--- config.mk ---
export PLATFORM = sky130hd
export DESIGN_NAME = rbm_input_loader
export DESIGN_NICKNAME = d
export VERILOG_FILES = /design/src/rtl/rbm_input_loader.sv
export SDC_FILE = /design/constraint.sdc
export NUM_CORES = 1
export LEC_CHECK = 0
export BUFFER_PORTS_ARGS = -buffer_cell sky130_fd_sc_hd__buf_4
export CAP_MARGIN = 20
export CORE_MARGIN = 2
export CORE_UTILIZATION = 40
export CTS_CLUSTER_DIAMETER = 80
export DETAILED_ROUTE_END_ITERATION = 8
export SYNTH_ARGS = -nofsm -noshare
export SYNTH_HDL_FRONTEND = slang
export SYNTH_SLANG_ARGS = --single-unit
export TNS_END_PERCENT = 50
--- constraint.sdc ---
create_clock -name clock -period 2.3 [get_ports clock]
set_input_delay 0.115 -clock clock [delete_from_list [all_inputs] [get_ports clock]]
set_output_delay 0.115 -clock clock [all_outputs]
set_load 0.1 [all_outputs]
--- src/rtl/rbm_input_loader.sv ---
// ============================================================================
// Module   : rbm_input_loader
// Purpose  : Serial pixel loader for the RBM core. It packs INPUT_DIM pixels
//            into InputDataPort, holds data_valid until Main finishes, then
//            re-arms for the next image.
// Options  : Define CLAMP_NEG_EN to clamp negative pixels to 0 and large ones
//            to INF before they are stored.
// Revision : 1.0 - initial release
// ============================================================================
`default_nettype none

module rbm_input_loader #(
    parameter int                    BITLENGTH = 12,
    parameter int                    INPUT_DIM = 4,
    parameter logic [BITLENGTH-1:0]  INF       = 12'b0111_1111_1111
) (
    input  logic                           clock,
    input  logic                           reset,
    input  logic [BITLENGTH-1:0]           pixel_in,
    input  logic                           pixel_valid,
    input  logic                           pixel_last,
    output logic                           pixel_ready,
    input  logic                           finish,
    output logic                           data_valid,
    output logic [INPUT_DIM*BITLENGTH-1:0] InputDataPort,
    output logic                           frame_error,
    output logic [15:0]                    image_count
);

    localparam int CNT_W = (INPUT_DIM > 1) ? $clog2(INPUT_DIM) : 1;
    localparam logic [CNT_W-1:0] C_LAST_IDX = CNT_W'(INPUT_DIM - 1);

    typedef enum logic [1:0] {
        LOAD  = 2'd0,
        WAIT  = 2'd1,
        REARM = 2'd2
    } state_t;

    state_t                r_state;
    logic [CNT_W-1:0]      r_cnt;
    logic [BITLENGTH-1:0]  r_buf [INPUT_DIM];
    logic                  r_data_valid;
    logic                  r_frame_error;
    logic [15:0]           r_image_count;
    logic                  r_finish_d;

    logic                  w_accept;
    logic                  w_finish_rise;
    logic                  w_at_last;
    logic [BITLENGTH-1:0]  w_pixel;

    assign pixel_ready   = (r_state == LOAD) && !reset;
    assign w_accept      = pixel_valid && pixel_ready;
    assign w_finish_rise = finish && !r_finish_d;
    assign w_at_last     = (r_cnt == C_LAST_IDX);

`ifdef CLAMP_NEG_EN
    // The upper clamp only bites when INF is overridden below full range.
    always_comb begin
        w_pixel = pixel_in;
        if (pixel_in[BITLENGTH-1]) begin
            w_pixel = '0;
        end else if ($signed(pixel_in) > $signed(INF)) begin
            w_pixel = INF;
        end
    end
`else
    always_comb begin
        w_pixel = pixel_in;
    end
`endif

    always_ff @(posedge clock) begin
        if (reset) begin
            r_state       <= LOAD;
            r_cnt         <= '0;
            r_data_valid  <= 1'b0;
            r_frame_error <= 1'b0;
            r_image_count <= 16'd0;
            r_finish_d    <= 1'b0;
            for (int i = 0; i < INPUT_DIM; i++) begin
                r_buf[i] <= '0;
            end
        end else begin
            r_finish_d    <= finish;
            r_frame_error <= 1'b0;
            case (r_state)
                LOAD: begin
                    if (w_accept) begin
                        r_buf[r_cnt] <= w_pixel;
                        if (w_at_last && pixel_last) begin
                            r_cnt        <= '0;
                            r_data_valid <= 1'b1;
                            r_state      <= WAIT;
                        end else if (w_at_last || pixel_last) begin
                            // Early or missing last: drop the whole image.
                            r_cnt         <= '0;
                            r_frame_error <= 1'b1;
                        end else begin
                            r_cnt <= r_cnt + 1'b1;
                        end
                    end
                end
                WAIT: begin
                    if (w_finish_rise) begin
                        r_data_valid <= 1'b0;
                        if (r_image_count != 16'hFFFF) begin
                            r_image_count <= r_image_count + 16'd1;
                        end
                        r_state <= REARM;
                    end
                end
                REARM: begin
                    r_state <= LOAD;
                end
                default: begin
                    r_state <= LOAD;
                end
            endcase
        end
    end

    generate
        for (genvar g = 0; g < INPUT_DIM; g++) begin : g_pack
            assign InputDataPort[(g+1)*BITLENGTH-1 : g*BITLENGTH] = r_buf[g];
        end
    endgenerate

    assign data_valid  = r_data_valid;
    assign frame_error = r_frame_error;
    assign image_count = r_image_count;

endmodule

`default_nettype wire
==> flow_summary.yaml <==
run_status:
  status: "completed"
grt:
  grt_start_max_net_pins: 30
  global_route.usage.met2_pct: 28.6
  grt_most_used_layer: "met2"
  grt_pass1_vias: 2023
  met3_routing_resource_usage_after_global_routing_pct: 3.14
  use_met1_pct: 21.2
  grt_overflow_total: 0
  globalRouteTotalUtil_pct: 16.8
  grt_pass1_wl_mm: 10.1
  antenna_violations_before_repair: 0
logic_synthesis:
  yosysTopAreaCell: "sky130_fd_sc_hd__edfxtp_1"
  synth.cells.most_frequent: "49 x sky130_fd_sc_hd__and2_1, 48 x sky130_fd_sc_hd__edfxtp_1, 23 x sky130_fd_sc_hd__dfxtp_1"
  combined_area_of_all_synthesized_cells_um2: 2920
  synth_top_flop_cell: "sky130_fd_sc_hd__edfxtp_1"
  postSynthNetCount: 253
  number_of_register_bits_inferred_by_synthesis: 71
  synth_edf_count: 48
  synthesis.instances: 234
  synth_async_sr_flop_share_pct: 0
  post-synth-top-count-cell: "sky130_fd_sc_hd__and2_1"
  synth.top_cells.by_area: "sky130_fd_sc_hd__edfxtp_1 49%, sky130_fd_sc_hd__dfxtp_1 16%, sky130_fd_sc_hd__and2_1 11%"
  post_synthesis_area_per_instance_um2: 12.5
  ys_seq_area_share_pct: 65.2
  synthesis.yosys.warnings: 0
  post_synth_num_cell_types: 36
  synth_largest_type_area_fraction_pct: 49.4
route:
  antenna_left: 0
  wire_per_inst_um: 15.3
  drt_drc_violations_left: 0
  detail_route.iter0.violations: 88
  drt_pass1_iterations: 5
  viasPerCell: 4.98
  via_count_of_the_routed_design: 2131
  routed_wl_mm: 6.56
finish:
  syn_to_final_growth_pct: 33.8
  drive_above_1_share_pct: 37.1
  finish.cell_count_without_fillers: 428
  antenna-diode-count: 0
  finish.net_count: 343
clock_network:
  postCtsResizedCells: 0
  post-cts-setup-buffers: 0
  clk-insertion-delay-late_ps: 340
  clock_tree.buffer_depth: 2
  path_clk_slew_ps: 70
  number_of_buffers_created_by_cts: 9
  cts_tree: "yes"
  clk_root_buffer_cell: "sky130_fd_sc_hd__clkbuf_8"
  hold_buffers: 0
  cts_sinks: 71
  cts-htree-levels: 3
sta:
  rsz0062_at_grt: "false"
  slew_viol_final: 0
  worst_slew_margin_rel_pct: 71.4
  clock-skew-final_ps: 8.05
  worst_slack_ps: 256
  max_freq_mhz: 489
  period_minus_slack_ps: 2040
  finalSetupTns_ps: 0
  layout_worst_path_cycle_share_pct: 88.8
  final-hold-violation-count: 0
  setup_viol: 0
  slew_worst_pin_ps: 429
placement:
  place_worst_setup_slack_ps: 307
  port_buffers: 83
  detailed_place_hpwl_mm: 4.59
  placed_cells: 412
  gp_congestion: 0.763
worst_setup_path:
  timing.critical_path.arrival_ps: 2310
  regToRegSetupSlack_ps: 260
  worst-endpoint-required_ps: 2570
  worst_setup_path_end_kind: "flip-flop"
  critical_path.startpoint_type: "flip-flop"
  cp_max_fo: 6
  worst-setup-path-type: "flip-flop to flip-flop"
floorplanning:
  fp.dieW_um: 89.4
  floorplan.core_area_um2: 7180
  initial_core_util_pct: 40.7
  rows: 31
  die_h_um: 89.4
  design.die.area_um2: 7990
  io_pins: 84
pwr:
  pwr_cell_area_nw_per_um2: 760
  report.power.total_mw: 2.97
  vdd_ir_drop_max_mv: 0.290
  p_leak_nw: 1.52
job:
  cap_viol_max_count: 0
worst_hold_path:
  holdCritPathClass: "primary input to flip-flop"
per-stage QoR:
step                hold WS [ps]  util, %  cell area [µm²]
detailed placement           365     51.6             3710
CTS                         12.4     54.4             3910
global placement             359     51.6             3710
finish                      21.5     54.4             3910
floorplan                    243        -             2950
global route                34.6     54.4             3910
flip-flops by register name (all words and copies together), names as in the netlist:
signal and flops:
r_buf 48, image_count 16, r_cnt 2, r_state 2, data_valid 1, frame_error 1, r_finish_d 1
placed cells by master, fill, tap and decap left out, drive strengths merged, types with 2 or more instances in the layout:
| cell | count |
|---|---|
| buf | 89 |
| and2 | 49 |
| edfxtp | 48 |
| dfxtp | 23 |
| a21oi | 16 |
| or4 | 11 |
| clkbuf | 11 |
| o31ai | 10 |
| nand2 | 9 |
| o21ai | 6 |
| nor2 | 5 |
| nand4 | 5 |
| nand3 | 4 |
| or3 | 4 |
| or2 | 4 |
| nor2b | 3 |
| and4 | 3 |
| clkinvlp | 3 |
| nand2b | 2 |
| inv | 2 |
| nand3b | 2 |
| a211oi | 2 |
| ha | 2 |
| nor3 | 2 |
| nor3b | 2 |
report_power, final:
group / internal [mW] / switching, mW / total [mW] / leakage (nW)
registers: 1.41 / 0.0184 / 1.43 / 0.681
clock network: 0.529 / 0.458 / 0.987 / 0.0916
logic: 0.104 / 0.446 / 0.550 / 0.752
critical path, stage by stage, from the launching register on:
cell                      delay [ps]
sky130_fd_sc_hd__dfxtp_4         370
sky130_fd_sc_hd__ha_1            170
sky130_fd_sc_hd__nand3_1         180
sky130_fd_sc_hd__or4_4           620
sky130_fd_sc_hd__or4_1           490
sky130_fd_sc_hd__a21oi_1         150
worst paths after layout:
check,to,cells past startpoint,startpoint
hold / removal,r_finish_d$_SDFF_PP0_,2,finish
setup / recovery,image_count[12]$_SDFFE_PP0P_,5,image_count[0]$_SDFFE_PP0P_
setup reg to reg,image_count[12]$_SDFFE_PP0P_,5,image_count[0]$_SDFFE_PP0P_
hold reg to reg,data_valid$_SDFFE_PP0P_,2,data_valid$_SDFFE_PP0P_
layer usage:
| layer | part of all wire, % | vias up |
|---|---|---|
| met5 | 0 | - |
| met4 | 1.3 | 0 |
| met3 | 4.7 | 7 |
| met2 | 48 | 63 |
| met1 | 46 | 1012 |
| li1 | - | 1049 |
layout make-up:
cell class | count | area (µm²)
Fill cell | 626 | 3270
Tap cell | 99 | 124
Inverter | 2 | 7.51
Clock inverter | 5 | 57.6
Multi-Input combinational cell | 151 | 990
Sequential cell | 71 | 1920
Timing Repair Buffer | 89 | 668
Clock buffer | 11 | 141
kinds of logic (layout without fill, tap and decap cells):
kind of cell	Yosys count	after routing	share of synthesized area, %
adders and majority gates	2	2	0.857
and+or+nand+nor	112	112	24.5
AOI/OAI and AO/OA	35	35	7.16
xor gates and xnor gates	1	1	0.300
DFF	71	71	65.2
muxes	1	1	0.386
buffers and inverters	12	107	1.63
No activity file was read; power rests on OpenSTA's default activity.
